<file path="config.mk">
export PLATFORM = sky130hd
export DESIGN_NAME = water_supply_arbiter
export DESIGN_NICKNAME = d
export VERILOG_FILES = /design/src/rtl/water_supply_arbiter.sv
export SDC_FILE = /design/constraint.sdc
export NUM_CORES = 1
export LEC_CHECK = 0
export ABC_AREA = 0
export CAP_MARGIN = 20
export CORE_MARGIN = 2
export CORE_UTILIZATION = 34
export DETAILED_ROUTE_END_ITERATION = 8
export GPL_TIMING_DRIVEN = 0
export PLACE_DENSITY = 0.64
export SLEW_MARGIN = 20
export SYNTH_ARGS = -nofsm -noshare
export SYNTH_HDL_FRONTEND = slang
export SYNTH_SLANG_ARGS = --single-unit
</file>
<file path="constraint.sdc">
create_clock -name clk -period 2.6 [get_ports clk]
set_clock_uncertainty 0.2 [all_clocks]
set_input_delay 0.39 -clock clk [delete_from_list [all_inputs] [get_ports clk]]
set_output_delay 0.39 -clock clk [all_outputs]
set_load 0.005 [all_outputs]
</file>
<file path="src/rtl/water_supply_arbiter.sv">
// -----------------------------------------------------------------------------
// water_supply_arbiter
//   Shares one water-inlet valve among N_REQ washer controllers. One owner at a
//   time, chosen round-robin, with a settle gap of GAP idle cycles after every
//   release or revoke. A global pause closes the valve and freezes the owner's
//   hold time without giving up the grant.
//
//   Optional feature macro: WSA_TIMEOUT_EN
//     defined   : an owner is revoked after MAX_HOLD unpaused grant cycles and
//                 timeout_o pulses for one cycle.
//     undefined : no hold limit; the grant is kept until the owner drops its
//                 request; timeout_o is tied low.
//
// Ports
//   clk          in   clock, rising edge
//   reset        in   asynchronous, active-high
//   req_i        in   [N_REQ]  level request per washer; dropping it releases
//   pause_i      in   global pause (door open / supply fault)
//   grant_o      out  [N_REQ]  one-hot owner, registered; zero when no owner
//   grant_id_o   out  [$clog2(N_REQ)] binary owner index, valid while busy_o
//   busy_o       out  high while in the GRANT state
//   valve_on_o   out  busy_o & ~pause_i
//   timeout_o    out  registered one-cycle pulse on a forced revoke
//   state_o      out  [2] current FSM state (0 IDLE, 1 GRANT, 2 SETTLE)
//
// Handshake: req_i is a level request; the grant appears the cycle after the
// request is seen in IDLE and stays until the request drops (or is revoked).
// Requests are only sampled in IDLE.
// -----------------------------------------------------------------------------
module water_supply_arbiter #(
  parameter int N_REQ    = 4,
  parameter int MAX_HOLD = 15,
  parameter int GAP      = 2
) (
  input  logic                     clk,
  input  logic                     reset,
  input  logic [N_REQ-1:0]         req_i,
  input  logic                     pause_i,
  output logic [N_REQ-1:0]         grant_o,
  output logic [$clog2(N_REQ)-1:0] grant_id_o,
  output logic                     busy_o,
  output logic                     valve_on_o,
  output logic                     timeout_o,
  output logic [1:0]               state_o
);

  localparam int IDW   = $clog2(N_REQ);
  localparam int GAP_W = $clog2(GAP + 1);

  if (N_REQ < 2 || N_REQ > 8 || MAX_HOLD < 1 || GAP < 1) begin : g_bad_param
    $error("water_supply_arbiter: parameter out of range");
  end

  typedef enum logic [1:0] {
    ST_IDLE   = 2'd0,
    ST_GRANT  = 2'd1,
    ST_SETTLE = 2'd2
  } state_t;

  state_t             state_q, state_d;
  logic [N_REQ-1:0]   grant_q, grant_d;
  logic [IDW-1:0]     grant_id_q, grant_id_d;
  logic [IDW-1:0]     rr_ptr_q, rr_ptr_d;
  logic [GAP_W-1:0]   gap_cnt_q, gap_cnt_d;
`ifdef WSA_TIMEOUT_EN
  localparam int HOLD_W = $clog2(MAX_HOLD + 1);
  logic [HOLD_W-1:0]  hold_cnt_q, hold_cnt_d;
  logic               timeout_q, timeout_d;
`endif

  // Round-robin pick: scan downward so the lowest offset from rr_ptr_q wins.
  logic               pick_found;
  logic [IDW-1:0]     pick_idx;
  logic [IDW-1:0]     cand;

  always_comb begin
    pick_found = 1'b0;
    pick_idx   = '0;
    cand       = '0;
    for (int k = N_REQ - 1; k >= 0; k--) begin
      cand = IDW'((int'(rr_ptr_q) + k) % N_REQ);
      if (req_i[cand]) begin
        pick_found = 1'b1;
        pick_idx   = cand;
      end
    end
  end

  // State and datapath registers.
  always_ff @(posedge clk or posedge reset) begin
    if (reset) begin
      state_q    <= ST_IDLE;
      grant_q    <= '0;
      grant_id_q <= '0;
      rr_ptr_q   <= '0;
      gap_cnt_q  <= '0;
`ifdef WSA_TIMEOUT_EN
      hold_cnt_q <= '0;
      timeout_q  <= 1'b0;
`endif
    end else begin
      state_q    <= state_d;
      grant_q    <= grant_d;
      grant_id_q <= grant_id_d;
      rr_ptr_q   <= rr_ptr_d;
      gap_cnt_q  <= gap_cnt_d;
`ifdef WSA_TIMEOUT_EN
      hold_cnt_q <= hold_cnt_d;
      timeout_q  <= timeout_d;
`endif
    end
  end

  // Next-state logic.
  always_comb begin
    state_d    = state_q;
    grant_d    = grant_q;
    grant_id_d = grant_id_q;
    rr_ptr_d   = rr_ptr_q;
    gap_cnt_d  = gap_cnt_q;
`ifdef WSA_TIMEOUT_EN
    hold_cnt_d = hold_cnt_q;
    timeout_d  = 1'b0;
`endif
    case (state_q)
      ST_IDLE: begin
        if (!pause_i && pick_found) begin
          state_d    = ST_GRANT;
          grant_d    = N_REQ'(1) << pick_idx;
          grant_id_d = pick_idx;
          // Move the pointer past the new owner so it has lowest priority next.
          rr_ptr_d   = IDW'((int'(pick_idx) + 1) % N_REQ);
`ifdef WSA_TIMEOUT_EN
          hold_cnt_d = '0;
`endif
        end
      end
      ST_GRANT: begin
        // Release wins over pause: a washer may always give the valve back.
        if (!req_i[grant_id_q]) begin
          state_d   = ST_SETTLE;
          grant_d   = '0;
          gap_cnt_d = '0;
        end
`ifdef WSA_TIMEOUT_EN
        else if (pause_i) begin
          hold_cnt_d = hold_cnt_q;
        end else if (hold_cnt_q == HOLD_W'(MAX_HOLD - 1)) begin
          state_d   = ST_SETTLE;
          grant_d   = '0;
          gap_cnt_d = '0;
          timeout_d = 1'b1;
        end else begin
          hold_cnt_d = hold_cnt_q + HOLD_W'(1);
        end
`endif
      end
      ST_SETTLE: begin
        if (gap_cnt_q == GAP_W'(GAP - 1)) begin
          state_d = ST_IDLE;
        end else begin
          gap_cnt_d = gap_cnt_q + GAP_W'(1);
        end
      end
      default: state_d = ST_IDLE;
    endcase
  end

  // Outputs.
  always_comb begin
    grant_o    = grant_q;
    grant_id_o = grant_id_q;
    busy_o     = (state_q == ST_GRANT);
    valve_on_o = (state_q == ST_GRANT) && !pause_i;
    state_o    = state_q;
`ifdef WSA_TIMEOUT_EN
    timeout_o  = timeout_q;
`else
    timeout_o  = 1'b0;
`endif
  end

endmodule

</file>
---- Yosys cells after proc, flatten, opt, wreduce, memory -nomap -nowiden ----
Cells that the tools add are included.
storage, ports and cells
  memories ................................ 0
  latch bits .............................. 0
  output and inout port bits .............. 11
  memory bits (writable) .................. 0
  memory bits (read-only) ................. 0
  flip-flop bits (word level) ............. 12
cells by class
  add/subtract/negate cells ............... 5
  equal/unequal tests ..................... 7
  muxes and demuxes ....................... 28
  shift operators ......................... 1
  reduce and logical (&&, ||, !) cells .... 10
  bitwise operators ....................... 0
  div/mod/pow operators ................... 0
  order comparisons ....................... 5
  $mul .................................... 0
operators by type and width
  kind                                                number
  two-way mux 2 bit                                   9
  < comparator 2 x 3 -> 1 bit, second input constant  5
  binary-select mux 1 bit (select 2 bit)              5
  two-way mux 1 bit                                   9
  AND reduction 3 bit                                 3
  two-way mux 4 bit                                   2
  inequality test 2 bit, second input constant        4
  one-hot mux 4 bit (2 select lines)                  1
  adder 2 x 1 -> 2 bit, second input constant         3
  one-hot mux 2 bit (3 select lines)                  1
  adder 2 bit, second input constant                  2
  == test 2 x 1 -> 1 bit, second input constant       2
  one-hot mux 2 bit (2 select lines)                  1
  nonzero test 2 bit                                  2
  << shifter 1 x 2 -> 4 bit, first input constant     1
  == test 2 bit, second input constant                1
  logical AND 1 bit                                   2
  zero test 2 bit                                     1
  AND reduction 2 bit                                 1
  zero test 1 bit                                     1

---- Logic depth before layout (Yosys ltp) ----
  depth after elaboration ................. 10
  depth in mapped cells ................... 6

---- Least setup slack after synthesis ----
OpenSTA, ideal clock, no wires.
  path kind ............................... input to register
  start point ............................. in req_i[1]
  end point ............................... reg rr_ptr_q[1]
  path buffers ............................ 0
  setup time .............................. 125 ps
  path slack .............................. 746 ps
  arrival ................................. 1529 ps
  data required time ...................... 2275 ps
  stages on the path ...................... 6
  cell sequence ........................... nand2b_1 > nor3b_1 > o22ai_1 > inv_1 > ha_1 > mux2_2
between the ends
  elaborated cells between the ends (all ways) .. 19
  classes of those cells .................. add/sub: 1; mux: 16; reduce/logical: 2
RTL lines
  element                                  line  text
  start, declared                          37    input logic [N_REQ-1:0] req_i,
  binary-select mux 1 bit (select 2 bit)   82    if (req_i[cand]) begin
  two-way mux 1 bit (implied by the code)  82
  two-way mux 2 bit (3 in series)          82
  two-way mux 2 bit *                      82
  net pick_idx[0]                          73    logic [IDW-1:0] pick_idx;
  adder 2 x 1 -> 2 bit *                   132   rr_ptr_d = IDW'((int'(pick_idx) + 1) % N_REQ);
  end signal, assigned                     105   rr_ptr_q <= rr_ptr_d;
  end, declared                            63    logic [IDW-1:0] rr_ptr_q, rr_ptr_d;
The timed path passes the listed nets; every way through them passes the cells marked *. The select of a mux whose other input is x is not followed.
A chain may end at the register's enable or synchronous reset.

---- Worst setup path after layout ----
Same ends and word-level chain as after synthesis.

==> metrics.txt <==
outcome finished, final reports clean; crit-path cells clkdlybuf4s50_1, nand2b_1, nor3b_1, o22ai_1, inv_1, ha_1, mux2_2; Rel. slew slack between 50% and 60%; Die Y 48.37 um; area occupied by registers 300.3 um2; grt met1 use 16.73%; setup_tns 0 ns; CP Max Fanout 5; die area approximately 2300 um2; via/cell ratio 4.692; Worst R2R Setup Slack 0.62 ns; #FFs+latches synth 12; GR Layer Usage met2 17.59%; count of input and output buffers 16; Place WS 0.01821 ns; synthesized cell area ~670 um2; number of I/O pins 18; Clock Pin Slew Worst Setup and Hold Paths roughly 0.070 ns; Die Span X around 48 um; final layout net count 91; crit path capture type flip-flop; GR Layer Usage met3 2.469%; GR Util All Layers 11.92%; RR Endpoint rr_ptr_q[1]; top cells by area, synth dfrtp_1 (45%), ha_1 (9.3%), mux2_2 (5.0%); Crit Path Category input port to flip-flop; Synth Net Count 70; CP delay by family, top buffers and inverters; crit share post-route roughly nine tenths; Max Fclk 0.4350 GHz; vias in the first global route a little under 500; area of the multi-input gates 335.3 um2; CTS buffer count 3; final HPWL from detailed placement 955.6 um; Root Buffer clkbuf_4; WP buf/inv 2; CTS max path bufs 2; Worst Hold Class input port to async pin; peak supply drop 0.4382 mV; first-pass GRT wire length 2.221 mm; Final Hold Fails 0; min setup slack post-route between 0.3 and 0.4 ns; Post-Synth XOR/XNOR Area 0%; sequential share of the synthesized area 44.86%; most frequent cells in the layout clkdlybuf4s50_1 (16), dfrtp_1 (12), inv_1 (7), ha_1 (5), nor2_1 (4); Pins Over Slew Limit 0; CP startpoint kind input port; Detailed Route Iter0 Violations 2; floorplan row count 16; mux share of post-synthesis cell area 9.907%; CTS tree built; area fraction of the dominant cell type after synthesis between 40% and 50%; FF-to-FF path depth 6; # diodes 0; # setup viols final 0; # Max-Cap Violations 0; # Post-CTS Setup Buffers 0; Hold Slack around 0.22 ns; H-tree level count 1; post_cts resized 0; Initial Util 35.20%; clock sinks 12; Synth Area in Simple Gates 16.82%; Tmin final 2.299 ns; DRC errors left 0; Synth Warn # 0; syn avg cell area 11.54 um2; post-synthesis adder-cell area fraction 9.346%; post-synthesis compound-gate area fraction 13.46%; CP arrival approximately 2.2 ns; final wirelength between 1 and 1.5 mm; gr busiest metal met2; first drt pass iteration count 2; Synth area leader dfrtp_1; Syn Inst Count 58; Hold Buf Count CTS 0; RD Place Congestion 0.6829; Required @ worst endpoint 2.54 ns; area of the core 1902 um2; initial antenna violation count 0; Yosys cell types 25; antenna-violating nets left 0; FF-to-FF Start rr_ptr_q[0]; routed len/inst 11.42 um; Layout area overhead 32.34%; Tightest Pin Transition 0.6324 ns; Slowest-stage cell, CP clkdlybuf4s50_1; pin count of the biggest net entering global routing 13; RSZ-0062 raised after global routing false; Final Cell Area a little under 900 um2; GRT Residual Overflow 0; Skew-Pair Late Insertion Delay 0.26 ns; CP peak stage delay ~0.5 ns; commonest non-fill, non-tap cell in the layout clkdlybuf4s50_1; Vias 488; Area after DPL 863.3 um2; Power Density 1019 nW/um2; share of cells above drive strength 1 roughly a fifth; fill count 179; Leak 0.4052 nW; largest family of logic cells by synthesized area simple AND/OR/NAND/NOR gates
[flip-flops by register name, summed over array words and instances (netlist names)]
signal	flops
gap_cnt_q	2
grant_id_o	2
grant_o	4
rr_ptr_q	2
state_o	2
[cell families after synthesis]
kind of cell | Yosys count
buf+inv | 8
flops | 12
fa+ha+maj | 5
simple gates | 16
compound gates | 11
mux | 5
other cells | 1
[layout make-up]
type / count / share of cell area (%)
clock buffer: 3 / 2.542
timing repair buffer: 16 / 18.08
tap: 27 / 3.814
sequential: 12 / 33.90
inverter: 7 / 2.966
multi-input combinational: 38 / 37.85
buffer: 1 / 0.8475
[power breakdown]
group	switching [mW]	total, mW	leakage (nW)	internal [mW]
clock network	0.0526	0.106	0.0138	0.0533
logic	0.186	0.457	0.240	0.270
registers	0.0713	0.340	0.152	0.269
[cell usage after synthesis]
cell type and instances:
a21o_1 1, a21o_2 1, a21oi_1 2, a22o_1 1
a22o_2 3, buf_4 1, conb_1 1, dfrtp_1 12
ha_1 5, inv_1 7, mux2_2 3, mux2i_1 1
mux4_2 1, nand2_1 1, nand2b_1 1, nor2_1 4
nor2_2 2, nor2b_1 3, nor3b_1 2, nor4_2 1
nor4_4 1, o22ai_1 1, o2bb2ai_1 1, o32a_1 1
or2b_1 1
[metal layers]
layer  share of wire [%]  routed length (um)
met5                   0                   0
met1                  50                 595
met4                0.59                   7
met3                 4.7                  56
met2                  45                 529
[per-stage QoR]
stage | utilization (%) | total power [mW] | cells
floorplan | - | 0.6009 | 58
detailed placement | 45.39 | 0.8028 | 101
finish | 46.58 | 0.9030 | 104
CTS | 46.58 | 0.9118 | 104
global route | 46.58 | 0.9820 | 104
global placement | 45.39 | 0.7875 | 101
[worst reg2reg max path, delay by kind of cell, from the launching register on]
kind                     cells  cell delay (ns)
AO/OA/AOI/OAI                1             0.34
adder cells (fa/ha/maj)      1             0.32
buffers and inverters        1             0.13
flip-flops                   1             0.40
multiplexers                 1             0.26
AND/OR/NAND/NOR              2             0.23
[how the worst max path moves through the flow]
stage	start	endpoint	cells after the start
global placement	req_i[1]	rr_ptr_q[1]	7
finish	req_i[1]	rr_ptr_q[1]	7
global route	req_i[2]	rr_ptr_q[1]	7
floorplan	req_i[1]	rr_ptr_q[1]	6
detailed placement	req_i[1]	rr_ptr_q[1]	7
CTS	req_i[1]	rr_ptr_q[1]	7
Note: power is estimated with default switching activity, not from simulation.
